--- src/rtl/imem_loader_pkg.sv ---
// Shared definitions for the instruction-memory boot loader.
// Contents: loader state enum, word/byte geometry constants.
package imem_loader_pkg;

    localparam int BYTES_PER_WORD = 4;
    localparam int BYTE_W         = 8;

    typedef enum logic [2:0] {
        IDLE,
        LOAD,
        FLUSH,
        DONE,
        ERROR
    } state_e;

endpackage

--- src/rtl/imem_boot_loader_if.sv ---
// Byte-stream link feeding the boot loader.
// Signals: in_valid/in_ready handshake, in_data stream byte, in_last marks
// the final byte of an image (qualified by in_valid).
// master = byte source (host/debug link), slave = boot loader.
interface imem_boot_loader_if;

    logic                               in_valid;
    logic                               in_ready;
    logic [imem_loader_pkg::BYTE_W-1:0] in_data;
    logic                               in_last;

    modport master (
        output in_valid,
        output in_data,
        output in_last,
        input  in_ready
    );

    modport slave (
        input  in_valid,
        input  in_data,
        input  in_last,
        output in_ready
    );

endinterface

--- src/rtl/imem_boot_loader_packer.sv ---
// byte_to_word_packer: assembles little-endian 32-bit words from bytes.
// Ports:
//   clk, reset      clock, synchronous active-low reset
//   clear           restart assembly at byte lane 0 (new load)
//   byte_valid      a byte is accepted this edge
//   byte_data       the accepted byte
//   byte_last       accepted byte is the last of the image
//   word_valid      one-cycle strobe: word_data is a complete word
//   word_data       assembled word, unfilled upper lanes are zero
module byte_to_word_packer
    import imem_loader_pkg::*;
(
    input  logic              clk,
    input  logic              reset,
    input  logic              clear,
    input  logic              byte_valid,
    input  logic [BYTE_W-1:0] byte_data,
    input  logic              byte_last,
    output logic              word_valid,
    output logic [31:0]       word_data
);

    localparam int IDX_W = $clog2(BYTES_PER_WORD);
    localparam logic [IDX_W-1:0] LAST_IDX = IDX_W'(BYTES_PER_WORD - 1);

    logic [IDX_W-1:0] byte_idx;
    logic [31:0]      asm_q;
    logic [31:0]      asm_next;
    logic             word_end;

    always_comb begin
        asm_next = asm_q;
        case (byte_idx)
            2'd0:    asm_next[7:0]   = byte_data;
            2'd1:    asm_next[15:8]  = byte_data;
            2'd2:    asm_next[23:16] = byte_data;
            default: asm_next[31:24] = byte_data;
        endcase
    end

    // A short final word is emitted as-is; asm_q is zeroed after every word
    // so the unfilled upper lanes read back as zero.
    assign word_end = (byte_idx == LAST_IDX) | byte_last;

    always_ff @(posedge clk) begin
        if (!reset) begin
            byte_idx   <= '0;
            asm_q      <= '0;
            word_valid <= 1'b0;
            word_data  <= '0;
        end else if (clear) begin
            byte_idx   <= '0;
            asm_q      <= '0;
            word_valid <= 1'b0;
        end else begin
            word_valid <= 1'b0;
            if (byte_valid) begin
                if (word_end) begin
                    word_valid <= 1'b1;
                    word_data  <= asm_next;
                    asm_q      <= '0;
                    byte_idx   <= '0;
                end else begin
                    asm_q    <= asm_next;
                    byte_idx <= byte_idx + 1'b1;
                end
            end
        end
    end

endmodule

--- src/rtl/imem_boot_loader.sv ---
// imem_boot_loader: writes a byte-streamed program image into instruction
// memory and holds the core in reset until the image is complete.
// Ports:
//   clk, reset      clock, synchronous active-low reset
//   start           one-cycle pulse, begins a load at word address 0
//   byte_in         byte-stream slave (in_valid/in_ready/in_data/in_last)
//   imem_we         write strobe, one cycle per word
//   imem_addr       word address of the write
//   imem_wdata      write data
//   cpu_hold        1 keeps the core in reset
//   busy/done/err   status: LOAD or FLUSH / DONE / ERROR
//   words_loaded    words written by the current or last load
//
// state | meaning
// IDLE  | after reset, no image loaded, stream not accepted
// LOAD  | accepting bytes, writing each completed word
// FLUSH | final word being written, stream closed
// DONE  | image complete, core released
// ERROR | image exceeded imem depth; bytes sunk until next start
module imem_boot_loader
    import imem_loader_pkg::*;
#(
    parameter int ADDR_W = 8,
    parameter int WORD_W = 32
) (
    input  logic              clk,
    input  logic              reset,
    input  logic              start,
    imem_boot_loader_if.slave byte_in,
    output logic              imem_we,
    output logic [ADDR_W-1:0] imem_addr,
    output logic [WORD_W-1:0] imem_wdata,
    output logic              cpu_hold,
    output logic              busy,
    output logic              done,
    output logic              err,
    output logic [ADDR_W:0]   words_loaded
);

    localparam logic [ADDR_W:0] DEPTH = {1'b1, {ADDR_W{1'b0}}};

    state_e            state_q;
    state_e            state_d;
    logic [ADDR_W-1:0] waddr;
    logic              accept;
    logic              load_byte;
    logic              overflow;
    logic              start_ok;
    logic              pack_valid;
    logic              word_valid;
    logic [31:0]       word_data;

    assign byte_in.in_ready = (state_q == LOAD) || (state_q == ERROR);
    assign accept    = byte_in.in_valid & byte_in.in_ready;
    assign load_byte = accept & (state_q == LOAD);

    // words_loaded lags a pending write by one cycle, so count that write
    // too; otherwise a byte arriving right behind the DEPTH-th word slips in.
    assign overflow   = load_byte &
                        ((words_loaded + {{ADDR_W{1'b0}}, word_valid}) == DEPTH);
    assign pack_valid = load_byte & ~overflow;
    assign start_ok   = start &
                        ((state_q == IDLE) || (state_q == DONE) || (state_q == ERROR));

    byte_to_word_packer u_packer (
        .clk        (clk),
        .reset      (reset),
        .clear      (start_ok),
        .byte_valid (pack_valid),
        .byte_data  (byte_in.in_data),
        .byte_last  (byte_in.in_last),
        .word_valid (word_valid),
        .word_data  (word_data)
    );

    always_comb begin
        state_d = state_q;
        busy    = 1'b0;
        done    = 1'b0;
        err     = 1'b0;
        case (state_q)
            IDLE: begin
                if (start) state_d = LOAD;
            end
            LOAD: begin
                busy = 1'b1;
                if (overflow)
                    state_d = ERROR;
                else if (pack_valid && byte_in.in_last)
                    state_d = FLUSH;
            end
            FLUSH: begin
                busy    = 1'b1;
                state_d = DONE;
            end
            DONE: begin
                done = 1'b1;
                if (start) state_d = LOAD;
            end
            ERROR: begin
                err = 1'b1;
                if (start) state_d = LOAD;
            end
            default: state_d = IDLE;
        endcase
    end

    always_ff @(posedge clk) begin
        if (!reset) begin
            state_q      <= IDLE;
            waddr        <= '0;
            words_loaded <= '0;
            cpu_hold     <= 1'b1;
        end else begin
            state_q  <= state_d;
            // Registered from next state so the core reset line is glitch-free.
            cpu_hold <= (state_d != DONE);
            if (start_ok) begin
                waddr        <= '0;
                words_loaded <= '0;
            end else if (word_valid) begin
                waddr        <= waddr + 1'b1;
                words_loaded <= words_loaded + 1'b1;
            end
        end
    end

    assign imem_we    = word_valid;
    assign imem_addr  = waddr;
    assign imem_wdata = word_data;

endmodule

--- src/flat_wrapper.sv ---
// flat-port wrapper written by rule: the top's interface ports become plain ports
module imem_boot_loader_flat import imem_loader_pkg::*;
#(
    parameter int ADDR_W = 8,
    parameter int WORD_W = 32
)
  (clk, reset, start, imem_we, imem_addr, imem_wdata, cpu_hold, busy, done, err, words_loaded, byte_in_in_valid, byte_in_in_data, byte_in_in_last, byte_in_in_ready);
  imem_boot_loader_if byte_in_i ();
  input  logic clk;
  input  logic reset;
  input  logic start;
  output logic imem_we;
  output logic [ADDR_W-1:0] imem_addr;
  output logic [WORD_W-1:0] imem_wdata;
  output logic cpu_hold;
  output logic busy;
  output logic done;
  output logic err;
  output logic [ADDR_W:0] words_loaded;
  input wire logic [$bits(byte_in_i.in_valid)-1:0] byte_in_in_valid;
  input wire logic [$bits(byte_in_i.in_data)-1:0] byte_in_in_data;
  input wire logic [$bits(byte_in_i.in_last)-1:0] byte_in_in_last;
  output wire logic [$bits(byte_in_i.in_ready)-1:0] byte_in_in_ready;
  assign byte_in_i.in_valid = byte_in_in_valid;
  assign byte_in_i.in_data = byte_in_in_data;
  assign byte_in_i.in_last = byte_in_in_last;
  assign byte_in_in_ready = byte_in_i.in_ready;
  imem_boot_loader #(.ADDR_W(ADDR_W), .WORD_W(WORD_W)) u_core (.clk(clk), .reset(reset), .start(start), .byte_in(byte_in_i), .imem_we(imem_we), .imem_addr(imem_addr), .imem_wdata(imem_wdata), .cpu_hold(cpu_hold), .busy(busy), .done(done), .err(err), .words_loaded(words_loaded));
endmodule
--- config.mk ---
export PLATFORM = sky130hd
export DESIGN_NAME = imem_boot_loader_flat
export DESIGN_NICKNAME = d
export VERILOG_FILES = /design/src/rtl/imem_loader_pkg.sv /design/src/rtl/imem_boot_loader_if.sv /design/src/rtl/imem_boot_loader_packer.sv /design/src/rtl/imem_boot_loader.sv /design/src/flat_wrapper.sv
export SDC_FILE = /design/constraint.sdc
export NUM_CORES = 1
export LEC_CHECK = 0
export CORE_MARGIN = 2
export CORE_UTILIZATION = 45
export DETAILED_ROUTE_END_ITERATION = 6
export PLACE_DENSITY = 0.69
export SKIP_CTS_REPAIR_TIMING = 1
export SLEW_MARGIN = 20
export SYNTH_ARGS = -nofsm -noshare
export SYNTH_HDL_FRONTEND = slang
export SYNTH_SLANG_ARGS = --single-unit
--- constraint.sdc ---
create_clock -name clk -period 3.1 [get_ports clk]
set_clock_uncertainty 0.05 [all_clocks]
set_input_delay 0.62 -clock clk [delete_from_list [all_inputs] [get_ports clk]]
set_output_delay 0.62 -clock clk [all_outputs]
set_load 0.1 [all_outputs]
==> results of run 1 <==
## layout make-up
type                            count  area [sq um]
Clock buffer                       11           131
Clock inverter                      4          70.1
Fill cell                         761          3920
Inverter                           12          45.0
Multi-Input combinational cell    281          2040
Sequential cell                    88          1760
Tap cell                          108           135
Timing Repair Buffer               77           621
## worst register-to-register path: cells and delay by family (launching register included)
family / cells / cell delay, ns
compound gates: 3 / 1.00
fa+ha+maj: 2 / 0.49
buf+inv: 1 / 0.31
flops: 1 / 0.43
simple gates: 2 / 0.38
## state kept, by name (all words and copies together), names as in the netlist
name,count
u_core.cpu_hold,1
u_core.imem_addr,8
u_core.state_q,3
u_core.u_packer.asm_q,32
u_core.u_packer.byte_idx,2
u_core.u_packer.word_data,32
u_core.u_packer.word_valid,1
u_core.words_loaded,9
## worst max-delay path by stage
stage                                        startpoint  slack (ns)  cells past startpoint                                         end
floorplan           u_core.words_loaded[0]$_SDFFE_PP0P_        0.04                      9  u_core.u_packer.word_data[29]$_SDFFE_PN0P_
global placement                       byte_in_in_valid        0.45                      8  u_core.u_packer.word_data[16]$_SDFFE_PN0P_
detailed placement  u_core.words_loaded[0]$_SDFFE_PP0P_        0.37                      8      u_core.u_packer.asm_q[10]$_SDFFE_PP0P_
CTS                 u_core.words_loaded[0]$_SDFFE_PP0P_        0.33                      8      u_core.u_packer.asm_q[10]$_SDFFE_PP0P_
global route        u_core.words_loaded[0]$_SDFFE_PP0P_        0.09                      8       u_core.u_packer.asm_q[9]$_SDFFE_PP0P_
finish              u_core.words_loaded[0]$_SDFFE_PP0P_        0.34                      8      u_core.u_packer.asm_q[10]$_SDFFE_PP0P_
## synthesized netlist by cell type, drive strengths merged, types with 2 or more instances
cell / number
dfxtp: 88
nand2: 44
nor2: 32
nand3: 29
mux2i: 26
buf: 24
a22oi: 18
o41ai: 18
clkbuf: 14
inv: 11
xnor2: 11
and3: 9
xor2: 9
ha: 8
nor3: 8
o221a: 8
a21oi: 7
nand4: 7
o211a: 7
o21ai: 6
o32ai: 6
and2: 3
nand2b: 3
nand4b: 3
a211oi: 2
nor4: 2
o31a: 2
## layer usage
metal	routed length [microns]	global-route usage, %	up-vias	share of wire (%)
li1	-	-	1607	-
met1	4420	26.1	1537	48
met2	4300	30.7	69	47
met3	385	3.26	6	4.2
met4	62	5.90	0	0.68
met5	0	0	-	0
## through the flow
stage                     power (W)  hold WS [ns]  instances  setup WS, ns  utilization [%]
after floorplan             0.00147         0.402        419        0.0408                -
after global placement      0.00156         0.400        566         0.448             52.8
after detailed placement    0.00156         0.406        566         0.371             52.8
after CTS                   0.00238         0.419        581         0.334             55.1
after global routing        0.00246         0.447        581        0.0913             55.1
final                       0.00237         0.416        581         0.339             55.1
## cell families (layout without fill, tap and decap cells)
logic type	Yosys count	count (layout)	share of synthesized area, %
adder cells (fa/ha/maj)	8	8	2.47
multiplexers	26	26	6.43
flip-flops	88	88	43.5
AO/OA/AOI/OAI	81	81	19.8
buffers and inverters	50	104	6.06
AND/OR/NAND/NOR	146	146	17.4
XOR/XNOR	20	20	4.33
## power by group
part | switching [W] | leakage, nW | internal [W] | total, W
combinational | 0.000278 | 1.30 | 0.0000869 | 0.000365
sequential | 0.0000148 | 0.711 | 0.00115 | 0.00117
clock | 0.000389 | 0.103 | 0.000448 | 0.000837
total | 0.000682 | 2.11 | 0.00169 | 0.00237
==> results.yml, run 1 <==
run_status:
  outcome: "complete, no violations"
route:
  vias: 3219
  drc_errors: 0
  ant_nets: 0
  vias_per_cell: 5.54
  dr.pass1.iters: 4
  wl_microns: 9170
  detail_route.wl_per_cell_microns: 15.8
  drt-initial-drc-count: 172
timing:
  setup_tns_ns: 0
  fin_crit_sh_pct: 89.1
  finalSetupViolCount: 0
  rsz0062_at_grt: "false"
  fmax_mhz: 362
  report.final.slew_viol_count: 0
  fin_crit_ns: 2.76
  worst_slew_pin_slew_ns: 0.741
  worst_slew_margin_rel_pct: 50.5
  finalHoldViolations: 0
critical_path:
  cp_common_cell: "ha_1"
  crit_path_end_kind: "flop"
  critPathLaunchType: "flop"
  path_cells: "ha_1, ha_1, nand3_1, nor3b_1, o211a_2, a21bo_1, buf_4, o41ai_2"
  r2r-end: "u_core.u_packer.asm_q[10]$_SDFFE_PP0P_"
  r2r-start: "u_core.words_loaded[0]$_SDFFE_PP0P_"
  crit_family: "compound AO/OA/AOI/OAI gates"
  worstRegToRegCells: 8
  worstSetupPathType: "reg2reg"
  cpPeakStageDelay_ns: 0.43
  arrival_ns: 2.96
  reg2reg_setup_slack_ns: 0.34
  slowest_stage: "dfxtp_1"
  required_ns: 3.30
  cp_max_fo: 27
  crit_buf_inv: 1
yosys:
  synth.distinct_cells: 48
  synth_ff_type: "dfxtp_1"
  synthArstFlopShare_pct: 0
  synth_area_sq_mm: 0.00405
  netlist_top_cells_area: "dfxtp_1, o41ai_2, mux2i_1, nand2_1, nand3_1"
  syn_nets: 440
  ys_warn_count: 0
  yosys.area.top_type: "dfxtp_1"
  yosys_register_bits: 88
  synth.top_cell.area_share_pct: 43.5
  synth_edf_count: 0
  yosysSeqAreaShare_pct: 43.5
  syn_inst: 419
  syn_area_per_cell_sq_um: 9.66
floorplan:
  die_w_microns: 98.8
  dieArea_sq_mm: 0.00977
  core_region_area_sq_mm: 0.00872
  initial_utilization_pct: 46.4
  io_pins: 68
  row_count: 34
  die_y_microns: 98.8
pwr:
  leakage_nw: 2.11
  power-per-cell-area_mw_per_mm2: 493
  vdd.ir_drop.worst_mv: 0.204
final_layout:
  final_area_sq_mm: 0.00480
  layout_common_cells: "dfxtp_1, buf_4, nand2_1"
  drive_gt1_share_pct: 22.8
  antenna_cells: 0
  final_common_cell: "dfxtp_1"
  areaGrowthSynthToFinish_pct: 18.7
  finalNetCount: 490
min_path:
  hp-class: "reg2reg"
  hp-start: "u_core.u_packer.word_data[11]$_SDFFE_PN0P_"
  hold_depth: 2
  whs_endpoint: "u_core.u_packer.word_data[11]$_SDFFE_PN0P_"
cts:
  clock_path_buffers: 2
  cts_tree: "built"
  numCtsBuffers: 9
  cts.sink_count: 88
  clk_pin_slew_ns: 0.09
  cts.htree.levels: 3
  worstSkewPairLatency_ns: 0.35
  root_buffer: "clkbuf_8"
grt:
  grt_overflow: 0
  grt_pass1_vias: 3097
  grt_pass1_wl_microns: 15200
  grt.total_usage_pct: 19.0
  antenna_found_initial: 0
  grt_max_degree: 39
place:
  place.gp.congestion: 0.772
  placed_area_sq_mm: 0.00460
  io_buffers: 67
  dpl.hpwl_microns: 6220
run:
  drv_cap: 0
No activity file was read; power rests on OpenSTA's default activity.
==> run 2: changes to the inputs <==
--- a/config.mk
+++ b/config.mk
@@ -5,9 +5,11 @@
 export SDC_FILE = /design/constraint.sdc
 export NUM_CORES = 1
 export LEC_CHECK = 0
+export CAP_MARGIN = 5
 export CORE_MARGIN = 2
 export CORE_UTILIZATION = 45
 export DETAILED_ROUTE_END_ITERATION = 6
+export GPL_ROUTABILITY_DRIVEN = 0
 export PLACE_DENSITY = 0.69
 export SKIP_CTS_REPAIR_TIMING = 1
 export SLEW_MARGIN = 20
==> results of run 2 <==
Final layout, timing and power as in run 1 (identical DEF).
==> run 3: changes to the inputs <==
--- a/config.mk
+++ b/config.mk
@@ -5,12 +5,13 @@
 export SDC_FILE = /design/constraint.sdc
 export NUM_CORES = 1
 export LEC_CHECK = 0
-export CAP_MARGIN = 5
+export CAP_MARGIN = 10
 export CORE_MARGIN = 2
 export CORE_UTILIZATION = 45
 export DETAILED_ROUTE_END_ITERATION = 6
 export GPL_ROUTABILITY_DRIVEN = 0
 export PLACE_DENSITY = 0.69
+export SETUP_SLACK_MARGIN = 0.4
 export SKIP_CTS_REPAIR_TIMING = 1
 export SLEW_MARGIN = 20
 export SYNTH_ARGS = -nofsm -noshare
==> run 3 against run 2 <==
  * Combinational power is essentially flat
  * Cell count is 0.17% lower
  * Sequential power barely moved
==> results.yml, run 3 (synthesized netlist as in run 1, its figures left out) <==
cts:
  worstSkewPairLatency_ns: 0.36
  cts.htree.levels: 3
  clock_path_buffers: 2
  cts.sink_count: 88
  numCtsBuffers: 9
  cts_tree: "built"
  clk_pin_slew_ns: 0.09
  root_buffer: "clkbuf_8"
pwr:
  design_power_total_w: 0.00243
  clockPowerShare_pct: 37.1
  vdd.ir_drop.worst_mv: 0.320
  comb_power_share_pct: 15.0
  p_sw_w: 0.000716
  power-per-cell-area_mw_per_mm2: 504
  p_int_w: 0.00172
  switching_share_pct: 29.4
  leakage_nw: 2.11
  seqPwrFrac_pct: 47.9
critical_path:
  r2r-end: "u_core.u_packer.asm_q[9]$_SDFFE_PP0P_"
  arrival_ns: 2.75
  cpPeakStageDelay_ns: 0.39
  worstSetupPathType: "reg2reg"
  cp_max_fo: 42
  r2r-start: "u_core.words_loaded[0]$_SDFFE_PP0P_"
  crit_path_end_kind: "flop"
  crit_buf_inv: 1
  worstRegToRegCells: 8
  required_ns: 3.31
  slowest_stage: "dfxtp_2"
  path_cells: "ha_2, ha_1, nand3_1, nor3b_1, o211a_2, a21bo_2, buf_12, o41ai_2"
  critPathLaunchType: "flop"
  crit_family: "compound AO/OA/AOI/OAI gates"
  reg2reg_setup_slack_ns: 0.55
floorplan:
  core_region_area_sq_mm: 0.00872
  initial_utilization_pct: 46.4
  io_pins: 68
  row_count: 34
  dieArea_sq_mm: 0.00977
  die_w_microns: 98.8
  die_y_microns: 98.8
grt:
  grt_pass1_wl_microns: 15100
  grt_max_degree: 43
  grt.total_usage_pct: 19.3
  grt_pass1_vias: 3077
  antenna_found_initial: 0
  grt_overflow: 0
place:
  place_ws_ns: 0.499
  io_buffers: 67
  dpl.hpwl_microns: 6170
  placedCellCount: 564
final_layout:
  final_common_cell: "dfxtp_1"
  regArea_sq_mm: 0.00177
  n_fill_cell: 809
  antenna_cells: 0
  finalNetCount: 488
  multi_input_area_sq_mm: 0.00204
  areaGrowthSynthToFinish_pct: 19.2
  drive_gt1_share_pct: 24.4
  fin_cells: 580
  layout_top_registers: "u_core.u_packer.asm_q (32), u_core.u_packer.word_data (32), u_core.words_loaded (9)"
  layout_common_cells: "dfxtp_1, buf_4, nand2_1"
  final_util_pct: 55.3
route:
  dr.pass1.iters: 4
  drt-initial-drc-count: 155
  detail_route.wl_per_cell_microns: 15.9
  drc_errors: 0
  vias_per_cell: 5.57
  ant_nets: 0
  wl_microns: 9210
  vias: 3233
timing:
  finalSetupViolCount: 0
  fin_crit_sh_pct: 82.1
  report.final.slew_viol_count: 0
  setup_tns_ns: 0
  fin_ws_ns: 0.554
  worst_slew_margin_rel_pct: 62.0
  fmax_mhz: 393
  worst_slew_pin_slew_ns: 0.571
  rsz0062_at_grt: "false"
  fin_crit_ns: 2.55
  finalHoldViolations: 0
min_path:
  hp-start: "u_core.u_packer.word_data[21]$_SDFFE_PN0P_"
  hp-class: "reg2reg"
  hold_depth: 2
  whs_endpoint: "u_core.u_packer.word_data[21]$_SDFFE_PN0P_"
run_status:
  outcome: "complete, no violations"
run:
  drv_cap: 0
-- run 3: metrics by stage --
step | hold slack, ns | instance area, sq um
final | 0.415 | 4820
after detailed placement | 0.400 | 4590
after floorplan | 0.402 | 4050
after global routing | 0.433 | 4820
after CTS | 0.414 | 4820
after global placement | 0.400 | 4590
-- run 3: cell type report --
| cell class | count | share of cell area [%] |
|---|---|---|
| clock buffer | 10 | 2.85 |
| clock inverter | 6 | 1.87 |
| inverter | 12 | 0.934 |
| multi-input combinational | 281 | 42.4 |
| sequential | 88 | 36.6 |
| tap | 108 | 2.80 |
| timing repair buffer | 75 | 12.6 |
-- run 3: worst max path at each step --
stage                                        start                                          to  slack (ns)  cells after the start
2_1_floorplan  u_core.words_loaded[0]$_SDFFE_PP0P_  u_core.u_packer.word_data[29]$_SDFFE_PN0P_        0.41                      9
3_3_place_gp                      byte_in_in_valid  u_core.u_packer.word_data[17]$_SDFFE_PN0P_        0.57                      8
3_5_place_dp                      byte_in_in_valid       u_core.u_packer.asm_q[9]$_SDFFE_PP0P_        0.50                      7
4_1_cts        u_core.words_loaded[0]$_SDFFE_PP0P_       u_core.u_packer.asm_q[9]$_SDFFE_PP0P_        0.48                      8
5_1_grt        u_core.words_loaded[0]$_SDFFE_PP0P_      u_core.u_packer.asm_q[12]$_SDFFE_PP0P_        0.43                      8
6_report       u_core.words_loaded[0]$_SDFFE_PP0P_       u_core.u_packer.asm_q[9]$_SDFFE_PP0P_        0.55                      8
-- run 3: metal layers --
layer	vias to the layer above	wire length (microns)	track usage, %
li1	1611	-	-
met4	0	62	5.48
met1	1555	4180	24.2
met3	4	392	4.82
met5	-	0	0
met2	63	4570	32.7
-- run 3: tightest hold or removal path: cells and delay by family, from the launching register on --
kind / cells / cell delay, ns
AOI/OAI and AO/OA: 1 / 0.05
and+or+nand+nor: 1 / 0.05
DFF: 1 / 0.32
-- run 3: power groups by stage --
stage	logic, W	registers (W)	clock network [W]
global route	0.000382	0.00117	0.000970
finish	0.000364	0.00117	0.000903
floorplan	0.000147	0.00132	0
detailed placement	0.000365	0.00119	0
CTS	0.000365	0.00117	0.000925
global placement	0.000362	0.00119	0
